--- src/rtl/hazard_ctrl.sv ---
// Hazard and flow controller for the IF/ID and ID/EX pipeline registers.
// It handles load-use stalls, taken-branch squashes, memory freezes and the halt drain sequence.
module hazard_ctrl #(
    parameter int DRAIN_CYCLES = 3,
    parameter int CNT_W        = 16
) (
    input  logic             clk,
    input  logic             rst,
    input  logic             id_valid,
    input  logic [3:0]       id_rs,
    input  logic [3:0]       id_rt,
    input  logic             id_rs_used,
    input  logic             id_rt_used,
    input  logic             id_hlt,
    input  logic             ex_lw,
    input  logic [3:0]       ex_rd,
    input  logic             ex_branch_taken,
    input  logic             mem_busy,
    output logic             pc_wen,
    output logic             ifid_wen,
    output logic             idex_wen,
    output logic             ifid_flush,
    output logic             idex_bubble,
    output logic             halted,
    output logic [CNT_W-1:0] stall_count
);

    typedef enum logic [1:0] {
        S_RUN    = 2'd0,
        S_DRAIN  = 2'd1,
        S_HALTED = 2'd2
    } state_t;

    state_t           r_state;
    state_t           w_next_state;
    logic [3:0]       r_drain_cnt;
    logic [3:0]       w_next_drain_cnt;
    logic [CNT_W-1:0] r_stall_count;
    logic             w_lu;
    logic             w_stall_inc;
    logic             w_pc_wen;
    logic             w_ifid_wen;
    logic             w_idex_wen;
    logic             w_ifid_flush;
    logic             w_idex_bubble;

    assign w_lu = ex_lw && id_valid && (ex_rd != 4'd0) &&
                  ((id_rs_used && (id_rs == ex_rd)) || (id_rt_used && (id_rt == ex_rd)));

    always_comb begin
        // NOTE: every signal assigned here gets a default first, so no path leaves one unassigned and no latch is inferred.
        w_next_state     = r_state;
        w_next_drain_cnt = r_drain_cnt;
        w_stall_inc      = 1'b0;
        w_pc_wen         = 1'b0;
        w_ifid_wen       = 1'b0;
        w_idex_wen       = 1'b0;
        w_ifid_flush     = 1'b0;
        w_idex_bubble    = 1'b0;

        case (r_state)
            S_RUN: begin
                // The branch wins over everything: the ID instruction is wrong-path.
                if (ex_branch_taken) begin
                    w_pc_wen      = 1'b1;
                    w_ifid_wen    = 1'b1;
                    w_idex_wen    = 1'b1;
                    w_ifid_flush  = 1'b1;
                    w_idex_bubble = 1'b1;
                end else if (mem_busy) begin
                    w_stall_inc = 1'b1;
                end else if (w_lu) begin
                    w_idex_wen    = 1'b1;
                    w_idex_bubble = 1'b1;
                    w_stall_inc   = 1'b1;
                end else if (id_valid && id_hlt) begin
                    w_ifid_wen       = 1'b1;
                    w_ifid_flush     = 1'b1;
                    w_idex_wen       = 1'b1;
                    w_next_state     = S_DRAIN;
                    w_next_drain_cnt = 4'(DRAIN_CYCLES);
                end else begin
                    w_pc_wen   = 1'b1;
                    w_ifid_wen = 1'b1;
                    w_idex_wen = 1'b1;
                end
            end
            S_DRAIN: begin
                if (mem_busy) begin
                    w_stall_inc = 1'b1;
                end else begin
                    w_ifid_wen       = 1'b1;
                    w_ifid_flush     = 1'b1;
                    w_idex_wen       = 1'b1;
                    w_idex_bubble    = 1'b1;
                    w_next_drain_cnt = r_drain_cnt - 4'd1;
                    if (r_drain_cnt == 4'd1) begin
                        w_next_state = S_HALTED;
                    end
                end
            end
            default: begin
                w_next_state = S_HALTED;
            end
        endcase
    end

    always_ff @(posedge clk or negedge rst) begin
        // NOTE: sequential state uses non-blocking assignments so every register samples pre-edge values.
        if (!rst) begin
            r_state       <= S_RUN;
            r_drain_cnt   <= 4'd0;
            r_stall_count <= '0;
        end else begin
            r_state     <= w_next_state;
            r_drain_cnt <= w_next_drain_cnt;
            if (w_stall_inc && (r_stall_count != {CNT_W{1'b1}})) begin
                r_stall_count <= r_stall_count + 1'b1;
            end
        end
    end

    // Controls are combinational, so they are gated while reset is held low.
    assign pc_wen      = rst & w_pc_wen;
    assign ifid_wen    = rst & w_ifid_wen;
    assign idex_wen    = rst & w_idex_wen;
    assign ifid_flush  = rst & w_ifid_flush;
    assign idex_bubble = rst & w_idex_bubble;
    assign halted      = (r_state == S_HALTED);
    assign stall_count = r_stall_count;

endmodule

--- config.mk ---
export PLATFORM = sky130hd
export DESIGN_NAME = hazard_ctrl
export DESIGN_NICKNAME = d
export VERILOG_FILES = /design/src/rtl/hazard_ctrl.sv
export SDC_FILE = /design/constraint.sdc
export NUM_CORES = 1
export LEC_CHECK = 0
export CORE_MARGIN = 2
export CORE_UTILIZATION = 40
export CTS_CLUSTER_SIZE = 30
export DETAILED_ROUTE_END_ITERATION = 12
export PLACE_DENSITY = 0.83
export SLEW_MARGIN = 20
export SYNTH_ARGS = -nofsm -noshare
export SYNTH_HDL_FRONTEND = slang
export SYNTH_SLANG_ARGS = --single-unit
--- constraint.sdc ---
create_clock -name clk -period 1.9 [get_ports clk]
set_clock_uncertainty 0.15 [all_clocks]
set_input_delay 0.38 -clock clk [delete_from_list [all_inputs] [get_ports clk]]
set_output_delay 0.38 -clock clk [all_outputs]
set_load 0.05 [all_outputs]
==> impl_summary.txt <==
----------------------------------------------------
[Status]
  Result of the run ... complete, but fails checks
  Failing checks ... setup timing

[Drt]
  Avg WL per Cell ... approximately 16 microns
  Post-route ant nets ... 0
  Starting DRC count in detailed routing ... 27
  Ratio of routed vias to standard cells ... 5.23
  Vias after detailed routing ... 1361
  Post-route DRC ... 0
  Total length of routed wires ... about 4200 microns
  Number of iterations in the first detailed-routing pass ... 4

[Setup path]
  R2R Path End ... stall_count[1]
  Type of the worst setup path ... input port to primary output
  Type of element launching the critical path ... input port
  Largest fanout of any net on the critical path ... 5
  Register-to-register path setup slack ... -0.05 ns
  Kind of end point of the critical path ... primary output
  Worst path required time ... between 1 and 1.5 ns
  Number of cells traversed by the worst register-to-register path ... 7
  Reg2Reg Launch Point ... stall_count[0]
  CP arrival ... 1.69 ns

[Layout]
  Antenna cell count ... 0
  Fin nets ... between 200 and 250
  Commonest non-fill, non-tap cell in the layout ... buf_4
  Top library cells by usage in the layout, fill and taps aside ... buf_4, dfrtp_2, xnor2_1
  Post-layout utilization of the core ... between 70% and 80%
  Growth of design area from synthesis to finish ... 89.1%
  Final standard cell area without fillers ... 2400 sq um
  Share of layout cells above drive strength 1 ... approximately 64%

[CTS]
  CTS HTree Levels ... 1
  Clock transition at path regs ... 0.12 ns
  Clock Sinks ... 22
  Clock network latency to the later pin of the worst-skew pair ... 0.32 ns
  Max Root-Sink Buffers ... 2
  Root Buffer Master ... clkbuf_4
  Number of CTS-inserted buffers ... 3
  Clock tree from TritonCTS ... yes

[Synthesis]
  Number of warnings issued by yosys ... 0
  Seq cells post-synth ... 22
  Cells taking the most area after synthesis ... dfrtp_1, xnor2_1, xor2_1
  Post-synthesis async set-or-reset flop share ... 100%
  Gate count of the mapped netlist ... 127
  Leading register cell type out of synthesis ... dfrtp_1
  Sequential area share after synthesis ... between 40% and 50%
  Number of enable flip-flop cells after synthesis ... 0
  Net count after synthesis ... ~150
  Cell accounting for the most synthesized area ... dfrtp_1
  Count of cell types in the netlist ... 38
  Mapped Avg Cell Area ... 9.98 sq um
  Synth top area share ... a little over two fifths
  Mapped Area ... 1270 sq um

[Place]
  Hpwl dp ... 2730 microns
  Placement Cell Area ... 2110 sq um
  Worst slack at placement ... -0.826 ns
  Buffers on Ports ... 42
  Routability congestion estimate ... 0.768

[Pwr]
  Fraction of power consumed by the clock network ... 9.8%
  Net switching power figure ... ~0.0012 W
  Switching Fraction ... a little over two fifths
  Leak ... 1.09 nW
  Max VDD drop ... ~1.1 mV
  Fraction of power consumed by sequential logic ... between 20% and 30%
  Combinational cell fraction of total power ... 62.5%
  Internal Dissipation ... 0.00153 W
  Power per unit of standard cell area ... about 1100 nW/um^2

[Floorplanning]
  Site row count ... 20
  Chip height ... 60.3 microns
  Overall die area ... about 3600 sq um
  Overall die width ... 60.3 microns
  Core Region ... 3030 sq um
  I/O pin count ... 43
  Initial core utilization ... a little over two fifths

[STA]
  Pins Over Slew Limit ... 0
  Unrepaired setup endpoints after global routing ... true
  Max Clock Freq ... approximately 450 MHz
  PnR worst setup slack ... -0.320 ns
  Tightest Pin Transition ... 0.393 ns
  Minimum clock period after layout ... 2.22 ns
  Final hold violation count ... 0
  Final setup violation count ... 14
  Max transition margin ... 73.5%
  Final cycle utilization of the critical path ... 117%
  Final sum of negative setup slack ... -1.47 ns
  Fin Hold WS ... between 0.03 and 0.04 ns

[GRT]
  Number of antenna violations at the first check in global routing ... 0
  Remaining global-route overflow ... 0
  Wire length of the first global-routing pass ... 6150 microns
  Pin count of the biggest net entering global routing ... 23
  Overall Global Routing Usage ... 22.6%
  Number of global-route vias before repair ... 1408

[Min path]
  Path class of the lowest-slack min-delay path ... input port to asynchronous set/reset pin

[Run]
  Total of max-cap violations ... 0

----------------------------------------------------
## flip-flops by register name (all words and copies together), names as in the netlist
name / flops
stall_count: 16
r_state: 2
r_drain_cnt: 4
## repair_timing
action | 4_1_cts | 5_1_grt
gates resized for setup | 56 | 20
gates cloned | 0 | 1
pin swaps | 18 | 18
hold endpoints to repair | 0 | 0
buffers inserted | 10 | 9
hold buffers | 0 | 0
endpoints found under the setup margin | 26 | 22
## how the worst max path moves through the flow
stage | depth (start not counted) | end | startpoint
CTS | 7 | ifid_wen | ex_rd[3]
finish | 7 | ifid_wen | ex_rd[3]
global placement | 9 | pc_wen | ex_rd[1]
global route | 8 | idex_bubble | ex_rd[1]
floorplan | 6 | idex_bubble | ex_rd[1]
detailed placement | 9 | pc_wen | ex_rd[1]
## cells in the mapped netlist (2+ instances only)
library cell	n
xnor2_1	16
dfrtp_1	22
nand2b_1	2
a21oi_1	7
a21o_1	2
and3_1	5
xor2_1	7
o2bb2ai_1	2
nand4_1	4
ha_1	3
nor3_1	6
inv_1	2
clkbuf_1	3
nand2_1	8
nor2_1	7
nand3_1	9
## through the flow
| stage | instances | power [W] |
|---|---|---|
| after detailed placement | 237 | 0.00218 |
| after global routing | 260 | 0.00286 |
| after CTS | 251 | 0.00254 |
| after global placement | 237 | 0.00211 |
| after floorplan | 127 | 0.00160 |
| final | 260 | 0.00273 |
## power groups by stage
stage | logic, W | registers [W] | clock network [W]
2_1_floorplan | 0.000637 | 0.000966 | 0
3_3_place_gp | 0.00137 | 0.000740 | 0
3_5_place_dp | 0.00142 | 0.000758 | 0
4_1_cts | 0.00153 | 0.000742 | 0.000263
5_1_grt | 0.00181 | 0.000769 | 0.000277
6_report | 0.00170 | 0.000756 | 0.000267
## worst max-delay path, cell delays in order
cell	delay, ns
buf_8	0.10
or4_4	0.54
nand3_4	0.10
a21oi_4	0.05
a21o_1	0.22
a21oi_4	0.15
buf_12	0.15
## metal layers
layer / part of all wire, % / routed length (microns) / track usage (%)
met1: 37 / 1560 / 24.6
met2: 54 / 2260 / 42.4
met3: 6.9 / 292 / 3.68
met4: 2.7 / 113 / 9.52
met5: 0 / 0 / 0
## layout make-up
| cell class | instances | area [sq um] |
|---|---|---|
| clock buffer | 4 | 36.3 |
| fill | 194 | 631 |
| inverter | 3 | 13.8 |
| multi-input combinational | 99 | 915 |
| sequential | 22 | 571 |
| tap | 44 | 55.1 |
| timing repair buffer | 88 | 807 |
## kinds of logic (layout without fill, tap and decap cells)
group | count (synthesis) | in the layout | share of synthesized area [%]
AO/OA/AOI/OAI | 19 | 20 | 11.3
flip-flops | 22 | 22 | 43.4
adder cells (fa/ha/maj) | 3 | 3 | 2.96
XOR/XNOR | 23 | 23 | 15.9
multiplexers | 2 | 2 | 1.68
AND/OR/NAND/NOR | 51 | 51 | 22.1
buffers and inverters | 7 | 95 | 2.67
No activity file was read; power rests on OpenSTA's default activity.
